$ cat config.mk
export PLATFORM = sky130hd
export DESIGN_NAME = debounce_bank
export DESIGN_NICKNAME = d
export VERILOG_FILES = /design/src/rtl/debounce_pkg.sv /design/src/rtl/debounce_channel.sv /design/src/rtl/debounce_bank.sv
export SDC_FILE = /design/constraint.sdc
export NUM_CORES = 1
export LEC_CHECK = 0
export ABC_AREA = 1
export BUFFER_PORTS_ARGS = -buffer_cell sky130_fd_sc_hd__buf_2
export CORE_UTILIZATION = 56
export DETAILED_ROUTE_END_ITERATION = 12
export GPL_ROUTABILITY_DRIVEN = 0
export MAX_ROUTING_LAYER = met4
export PLACE_DENSITY = 0.78
export SYNTH_ARGS = -nofsm -noshare
export SYNTH_HDL_FRONTEND = slang
export SYNTH_SLANG_ARGS = --single-unit
$ cat constraint.sdc
create_clock -name clk -period 1.6 [get_ports clk]
set_clock_uncertainty 0.1 [all_clocks]
set_input_delay 0.08 -clock clk [delete_from_list [all_inputs] [get_ports clk]]
set_output_delay 0.08 -clock clk [all_outputs]
set_load 0.05 [all_outputs]
$ cat src/rtl/debounce_pkg.sv
// rtl/debounce_pkg.sv - shared constants, types and sizing helper for the debounce bank
package debounce_pkg;

  localparam int DB_STABLE_DEFAULT = 8;
  localparam int DB_LONG_DEFAULT   = 0;

  // Prescaler divide ratio that turns the system clock into a 1 kHz sample tick.
  localparam int DB_CLK_HZ       = 50_000_000;
  localparam int DB_SAMPLE_HZ    = 1_000;
  localparam int DB_PRESCALE_DIV = DB_CLK_HZ / DB_SAMPLE_HZ;

  typedef struct packed {
    logic clean;
    logic rise;
    logic fall;
    logic long_press;
  } db_chan_out_t;

  // Bits needed to hold 0..max_count; never less than one bit.
  function automatic int db_cnt_width(input int max_count);
    return (max_count < 1) ? 1 : $clog2(max_count + 1);
  endfunction

endpackage

$ cat src/rtl/debounce_channel.sv
// rtl/debounce_channel.sv - one debounced input: synchroniser, stability counter, edge and long-press pulses
module debounce_channel
  import debounce_pkg::*;
#(
  parameter int   STABLE_CYCLES = DB_STABLE_DEFAULT,
  parameter int   LONG_CYCLES   = DB_LONG_DEFAULT,
  parameter logic RESET_LEVEL   = 1'b0
) (
  input  logic         clk_i,
  input  logic         rst_i,
  input  logic         sample_en_i,
  input  logic         noisy_i,
  output db_chan_out_t out_o
);

  localparam int CW = db_cnt_width(STABLE_CYCLES);
  localparam logic [CW-1:0] CNT_LAST = CW'(STABLE_CYCLES - 1);

  logic          sync1_q, sync2_q;
  logic          clean_q, clean_d;
  logic          clean_dly_q;
  logic [CW-1:0] cnt_q, cnt_d;
  logic          rise_q, fall_q;
  logic          long_press;

  always_ff @(posedge clk_i or posedge rst_i) begin
    if (rst_i) begin
      sync1_q <= RESET_LEVEL;
      sync2_q <= RESET_LEVEL;
    end else begin
      sync1_q <= noisy_i;
      sync2_q <= sync1_q;
    end
  end

  // Any sample agreeing with the current clean level restarts the count.
  always_comb begin
    cnt_d   = cnt_q;
    clean_d = clean_q;
    if (sample_en_i) begin
      if (sync2_q == clean_q) begin
        cnt_d = '0;
      end else if (cnt_q == CNT_LAST) begin
        clean_d = sync2_q;
        cnt_d   = '0;
      end else begin
        cnt_d = cnt_q + 1'b1;
      end
    end
  end

  // clean_dly_q runs every clk, so edge pulses stay one clk wide under a slow tick.
  always_ff @(posedge clk_i or posedge rst_i) begin
    if (rst_i) begin
      cnt_q       <= '0;
      clean_q     <= RESET_LEVEL;
      clean_dly_q <= RESET_LEVEL;
      rise_q      <= 1'b0;
      fall_q      <= 1'b0;
    end else begin
      cnt_q       <= cnt_d;
      clean_q     <= clean_d;
      clean_dly_q <= clean_q;
      rise_q      <= clean_q & ~clean_dly_q;
      fall_q      <= ~clean_q & clean_dly_q;
    end
  end

  generate
    if (LONG_CYCLES > 0) begin : g_long
      localparam int HW = db_cnt_width(LONG_CYCLES);
      localparam logic [HW-1:0] HOLD_MAX = HW'(LONG_CYCLES);

      logic [HW-1:0] hcnt_q, hcnt_d;
      logic          long_q, long_d;

      // Clearing on clean_d lets a coinciding release suppress the long-press pulse.
      always_comb begin
        hcnt_d = hcnt_q;
        if (!clean_d) begin
          hcnt_d = '0;
        end else if (clean_q && sample_en_i && (hcnt_q != HOLD_MAX)) begin
          hcnt_d = hcnt_q + 1'b1;
        end
        long_d = (hcnt_d == HOLD_MAX) && (hcnt_q != HOLD_MAX);
      end

      always_ff @(posedge clk_i or posedge rst_i) begin
        if (rst_i) begin
          hcnt_q <= '0;
          long_q <= 1'b0;
        end else begin
          hcnt_q <= hcnt_d;
          long_q <= long_d;
        end
      end

      assign long_press = long_q;
    end else begin : g_no_long
      assign long_press = 1'b0;
    end
  endgenerate

  assign out_o.clean      = clean_q;
  assign out_o.rise       = rise_q;
  assign out_o.fall       = fall_q;
  assign out_o.long_press = long_press;

endmodule

$ cat src/rtl/debounce_bank.sv
// rtl/debounce_bank.sv - N_CH independent debounce channels sharing one sample tick
module debounce_bank
  import debounce_pkg::*;
#(
  parameter int   N_CH          = 4,
  parameter int   STABLE_CYCLES = DB_STABLE_DEFAULT,
  parameter int   LONG_CYCLES   = DB_LONG_DEFAULT,
  parameter logic RESET_LEVEL   = 1'b0
) (
  input  logic            clk,
  input  logic            rst,
  input  logic            sample_en,
  input  logic [N_CH-1:0] noisy,
  output logic [N_CH-1:0] clean,
  output logic [N_CH-1:0] rise,
  output logic [N_CH-1:0] fall,
  output logic [N_CH-1:0] long_press
);

  generate
    for (genvar i = 0; i < N_CH; i++) begin : g_ch
      db_chan_out_t ch_out;

      debounce_channel #(
        .STABLE_CYCLES(STABLE_CYCLES),
        .LONG_CYCLES  (LONG_CYCLES),
        .RESET_LEVEL  (RESET_LEVEL)
      ) u_ch (
        .clk_i      (clk),
        .rst_i      (rst),
        .sample_en_i(sample_en),
        .noisy_i    (noisy[i]),
        .out_o      (ch_out)
      );

      assign clean[i]      = ch_out.clean;
      assign rise[i]       = ch_out.rise;
      assign fall[i]       = ch_out.fall;
      assign long_press[i] = ch_out.long_press;
    end
  endgenerate

endmodule

Word-level counts from Yosys, hierarchy flattened
Cells that the tools add are included.

storage, ports and cells
  bits in registers = 40
  bits of input ports = 7
  output and inout bits = 16

operators by class
  $add $sub $neg = 4
  equality and inequality tests = 8
  multiplexer cells = 8
  bitwise gates (word level) = 20
  reductions and logical operators = 4

operators by type and width
  kind                                                             count
  4-bit two-way mux                                                8
  4-bit by 1-bit adder with 4-bit output, second input constant    4
  4-bit by 3-bit == test with 1-bit output, second input constant  4
  1-bit inverter                                                   12
  3-bit AND reduction                                              4
  1-bit bitwise AND                                                8
  1-bit == test                                                    4

Logic depth before layout (Yosys ltp)
  word-level depth = 3
  depth in mapped cells = 6
  mapped depth without buffers = 6

Hierarchy
Synthesis repeated with hierarchy kept, for this count alone.

unflattened totals
  cell total of the unflattened synthesis = 200
  area, all modules = 1,846.8 µm²

modules (own cells, without submodules)
  module            times used  cells each  area each (µm²)
  debounce_channel  4           50          461.7

Least setup slack after synthesis
Ideal clock, no wire load.

  kind = reg-to-reg
  start point = register g_ch[0].u_ch.cnt_q[0]
  end point = register g_ch[0].u_ch.clean_q
  library setup time = 0.121 ns
  arrival = 0.885 ns
  data required time = 1.379 ns
  slack = 0.495 ns
  stages on the path, launching flop included = 7
  path buffers = 0
  clock period less this slack = 1.105 ns
  path through = dfrtp_1 > ha_1 > nand2_1 > nor2_1 > nand2_1 > nand2_1 > o21ai_1

on the way
  word-level cells in the longest chain between the ends = 2

RTL lines
  what                                      RTL line                text
  start, declared                           debounce_channel.sv:22  logic [CW-1:0] cnt_q, cnt_d;
  start signal, assigned                    debounce_channel.sv:61  cnt_q <= cnt_d;
  4-bit by 3-bit == test with 1-bit output  debounce_channel.sv:43  end else if (cnt_q == CNT_LAST) begin
  3-bit AND reduction (no source line)      n/a
  end signal, assigned                      debounce_channel.sv:62  clean_q <= clean_d;
  end, declared                             debounce_channel.sv:20  logic clean_q, clean_d;

Every way passes these cells.
A chain may end at the register's enable or synchronous reset.

Worst setup path in the final report
  start point = register g_ch[1].u_ch.cnt_q[0]
  end point = register g_ch[1].u_ch.cnt_q[3]

on the way
  word-level cells in the longest chain between the ends = 3
  elaborated cells on any way between the ends = 4
  those cells by class = 1 x add/sub; 1 x eq/ne; 2 x mux

RTL lines
  what                                                                                                RTL line                                        text
  start, declared                                                                                     debounce_channel.sv:22
  start signal, assigned                                                                              debounce_channel.sv:61
  4-bit by 1-bit adder with 4-bit output or 4-bit by 3-bit == test with 1-bit output (tied branches)  debounce_channel.sv:47, debounce_channel.sv:43
  4-bit two-way mux *                                                                                 debounce_channel.sv:43
  4-bit two-way mux *                                                                                 debounce_channel.sv:41                          if (sync2_q == clean_q) begin

Mark *: on every way between the ends. The rest lies on a longest branch, timed or not.

==> impl_metrics.csv <==
group,metric,value,unit
run_status,status,"finished clean",
global_route,grt_max_degree,41,
flow_run,max_cap_viol_count,0,
detailed_routing,wl,2.78,mm
floorplanning,rows,19,
worst_hold_path,min_path_type,"in -> reg",
synthesis,ys_ff_latch,40,
power,p_leak,0.999,nW
synthesis,synthCells,192,
place,portBuffers,18,
detailed_routing,via_count,1204,
cts,cts_setup_buffers,0,
floorplanning,start_util,0.612,
finish,final_cell_mix,"nand2_1 (52), dfrtp_1 (40), inv_1 (22), nor2_1 (20), buf_2 (18)",
global_route,overflow,0,
power,ir_drop,549,uV
finish,seq_area,1000,um^2
detailed_routing,vias_per_cell,4.84,
finish,n_antenna_cell,0,
detailed_routing,first_pass_iters,4,
synthesis,synth_cell_types,19,
global_route,gr-usage-all-layers,0.209,
finish,area_growth_syn_to_layout,6.25,%
detailed_routing,drtIter0Drc,26,
cts,cts_buffers,5,
setup_path,r2r_slack,330,ps
floorplanning,fp.coreArea,2880,um^2
cts,ctsHoldBuffers,5,
place,placed_cell_area,1780,um^2
global_route,grt_antenna_before_repair,0,
synthesis,yosys_warnings,0,
setup_path,r2r-end,"g_ch[1].u_ch.cnt_q[3]",
synthesis,syn_area_per_cell,9.18,um^2
worst_hold_path,min_to,"g_ch[3].u_ch.cnt_q[1]",
detailed_routing,drc,0,
cts,h-tree-depth,2,
floorplanning,ios,23,
finish,final_layout_size_suffix_gt1_frac,0.140,
synthesis,syn-cell-area,1760,um^2
setup_path,r2r_start,"g_ch[1].u_ch.cnt_q[0]",
worst_hold_path,min_from,"sample_en",
cts,cts.sinks,40,
cts,clk_latency,340,ps
cts,root_buffer,"clkbuf_4",
setup_path,crit_path_start_kind,"flop",
setup_path,crit_path_start,"g_ch[1].u_ch.cnt_q[0]",
floorplanning,chipHeight,58.1,um
timing,setup_viol,0,
floorplanning,die_area,3370,um^2
finish,multi_input_area,538,um^2
global_route,grt_pass1_wl,4.96,mm
finish,fill_cells,243,
timing,fmax,789,MHz
worst_hold_path,holdPathStages,3,
cts,cts_tree,"built",
cts,ctsResizeCount,0,
cts,cts_buffer_depth,2,
timing,finalCritPeriodShare,0.792,
timing,finalMaxSlewViolations,0,
setup_path,critPathCaptureType,"flop",
timing,rsz0062_at_grt,"false",
setup_path,path_max_fanout,5,
setup_path,rr_worst_depth,6,
global_route,grt_pass1_vias,1201,
detailed_routing,drtAntennaViolNets,0,
floorplanning,die_w,58.1,um
detailed_routing,routedWlPerCell,11.2,um
cts,clkSlewWorstSetupHoldPaths,110,ps
setup_path,cp_data_arrival_time,1450,ps
finish,final_area,1870,um^2
timing,tns,0,ps
setup_path,cp_data_required_time,1790,ps
timing,hold_viol,0,
finish,final_common_cell,"nand2_1",
setup_path,path_class,"reg -> reg",
timing,fin_crit,1270,ps
power,cellPowerDensity,1060,nW/um^2
finish,finish.net_count,218,
synthesis,ys_seq_area_frac,0.568,
place,dp_hpwl,1.86,mm
==> kinds of logic after synthesis <==
logic type / synth area share
flops: 0.568
compound gates: 0.0440
other cells: 0.00213
fa+ha+maj: 0.0284
xor+xnor: 0.0149
buf+inv: 0.133
simple gates: 0.210
==> metrics by stage <==
| stage | hold slack [ps] | total power [mW] | utilization | std cells | setup slack [ps] |
|---|---|---|---|---|---|
| after floorplan | 11.4 | 1.49 | - | 195 | 495 |
| after global placement | 87.3 | 1.50 | 0.617 | 237 | 454 |
| after detailed placement | 89.8 | 1.52 | 0.617 | 237 | 373 |
| after CTS | 0.514 | 2.01 | 0.651 | 249 | 312 |
| after global routing | 19.1 | 2.08 | 0.651 | 249 | 232 |
| final | 19.8 | 1.98 | 0.651 | 249 | 333 |
==> flip-flops by register name, indices dropped and copies added, names as in the netlist <==
signal / cells
g_ch.u_ch.rise_q: 4
g_ch.u_ch.clean_dly_q: 4
g_ch.u_ch.sync1_q: 4
g_ch.u_ch.cnt_q: 16
g_ch.u_ch.fall_q: 4
g_ch.u_ch.sync2_q: 4
g_ch.u_ch.clean_q: 4
==> Yosys cell counts <==
| cell | number | area share |
|---|---|---|
| nand2_1 | 52 | 0.11 |
| dfrtp_1 | 40 | 0.57 |
| inv_1 | 22 | 0.047 |
| nor2_1 | 20 | 0.043 |
| buf_4 | 16 | 0.068 |
| nand3_1 | 10 | 0.028 |
| o21ai_0 | 6 | 0.017 |
| nand4_1 | 5 | 0.018 |
| ha_1 | 4 | 0.028 |
| o21ai_1 | 4 | 0.011 |
| a21oi_1 | 2 | 0.0057 |
| buf_6 | 2 | 0.013 |
| o21ai_2 | 2 | 0.0099 |
| xnor2_1 | 2 | 0.0099 |
| buf_2 | 1 | 0.0028 |
| conb_1 | 1 | 0.0021 |
| inv_2 | 1 | 0.0021 |
| nand3_4 | 1 | 0.0099 |
| xor2_1 | 1 | 0.0050 |
==> worst max-delay path by stage <==
| stage | to | slack, ps | cells after the start |
|---|---|---|---|
| 2_1_floorplan | g_ch[0].u_ch.clean_q | 490 | 6 |
| 3_3_place_gp | g_ch[1].u_ch.cnt_q[3] | 450 | 6 |
| 3_5_place_dp | g_ch[1].u_ch.cnt_q[3] | 370 | 6 |
| 4_1_cts | clean[2] | 310 | 1 |
| 5_1_grt | g_ch[1].u_ch.cnt_q[3] | 230 | 6 |
| 6_report | g_ch[1].u_ch.cnt_q[3] | 330 | 6 |
==> power breakdown <==
group	leakage [nW]	switching [mW]	internal [mW]
clock	0.0281	0.307	0.162
sequential	0.530	0.0738	1.10
combinational	0.442	0.242	0.0945
==> critical path, stage by stage (launching register included) <==
cell,delay [ps]
dfrtp_1,450
ha_1,250
nand2_1,70
nor2_1,50
nor2_1,160
nand2_1,80
nand2_1,60
==> layer usage <==
metal / track usage / vias up / routed length [um]
li1: - / 602 / -
met4: 0.112 / 0 / 63
met1: 0.220 / 568 / 1150
met3: 0.0670 / 6 / 108
met5: - / - / 0
met2: 0.346 / 28 / 1450
==> area by class of cell <==
type | instances | area share
Clock inverter | 1 | 0.00267
Timing Repair Buffer | 24 | 0.0789
Multi-Input combinational cell | 113 | 0.287
Clock buffer | 6 | 0.0221
Sequential cell | 40 | 0.535
Tap cell | 42 | 0.0281
Inverter | 23 | 0.0461
Power figures use the tool's default switching activity.
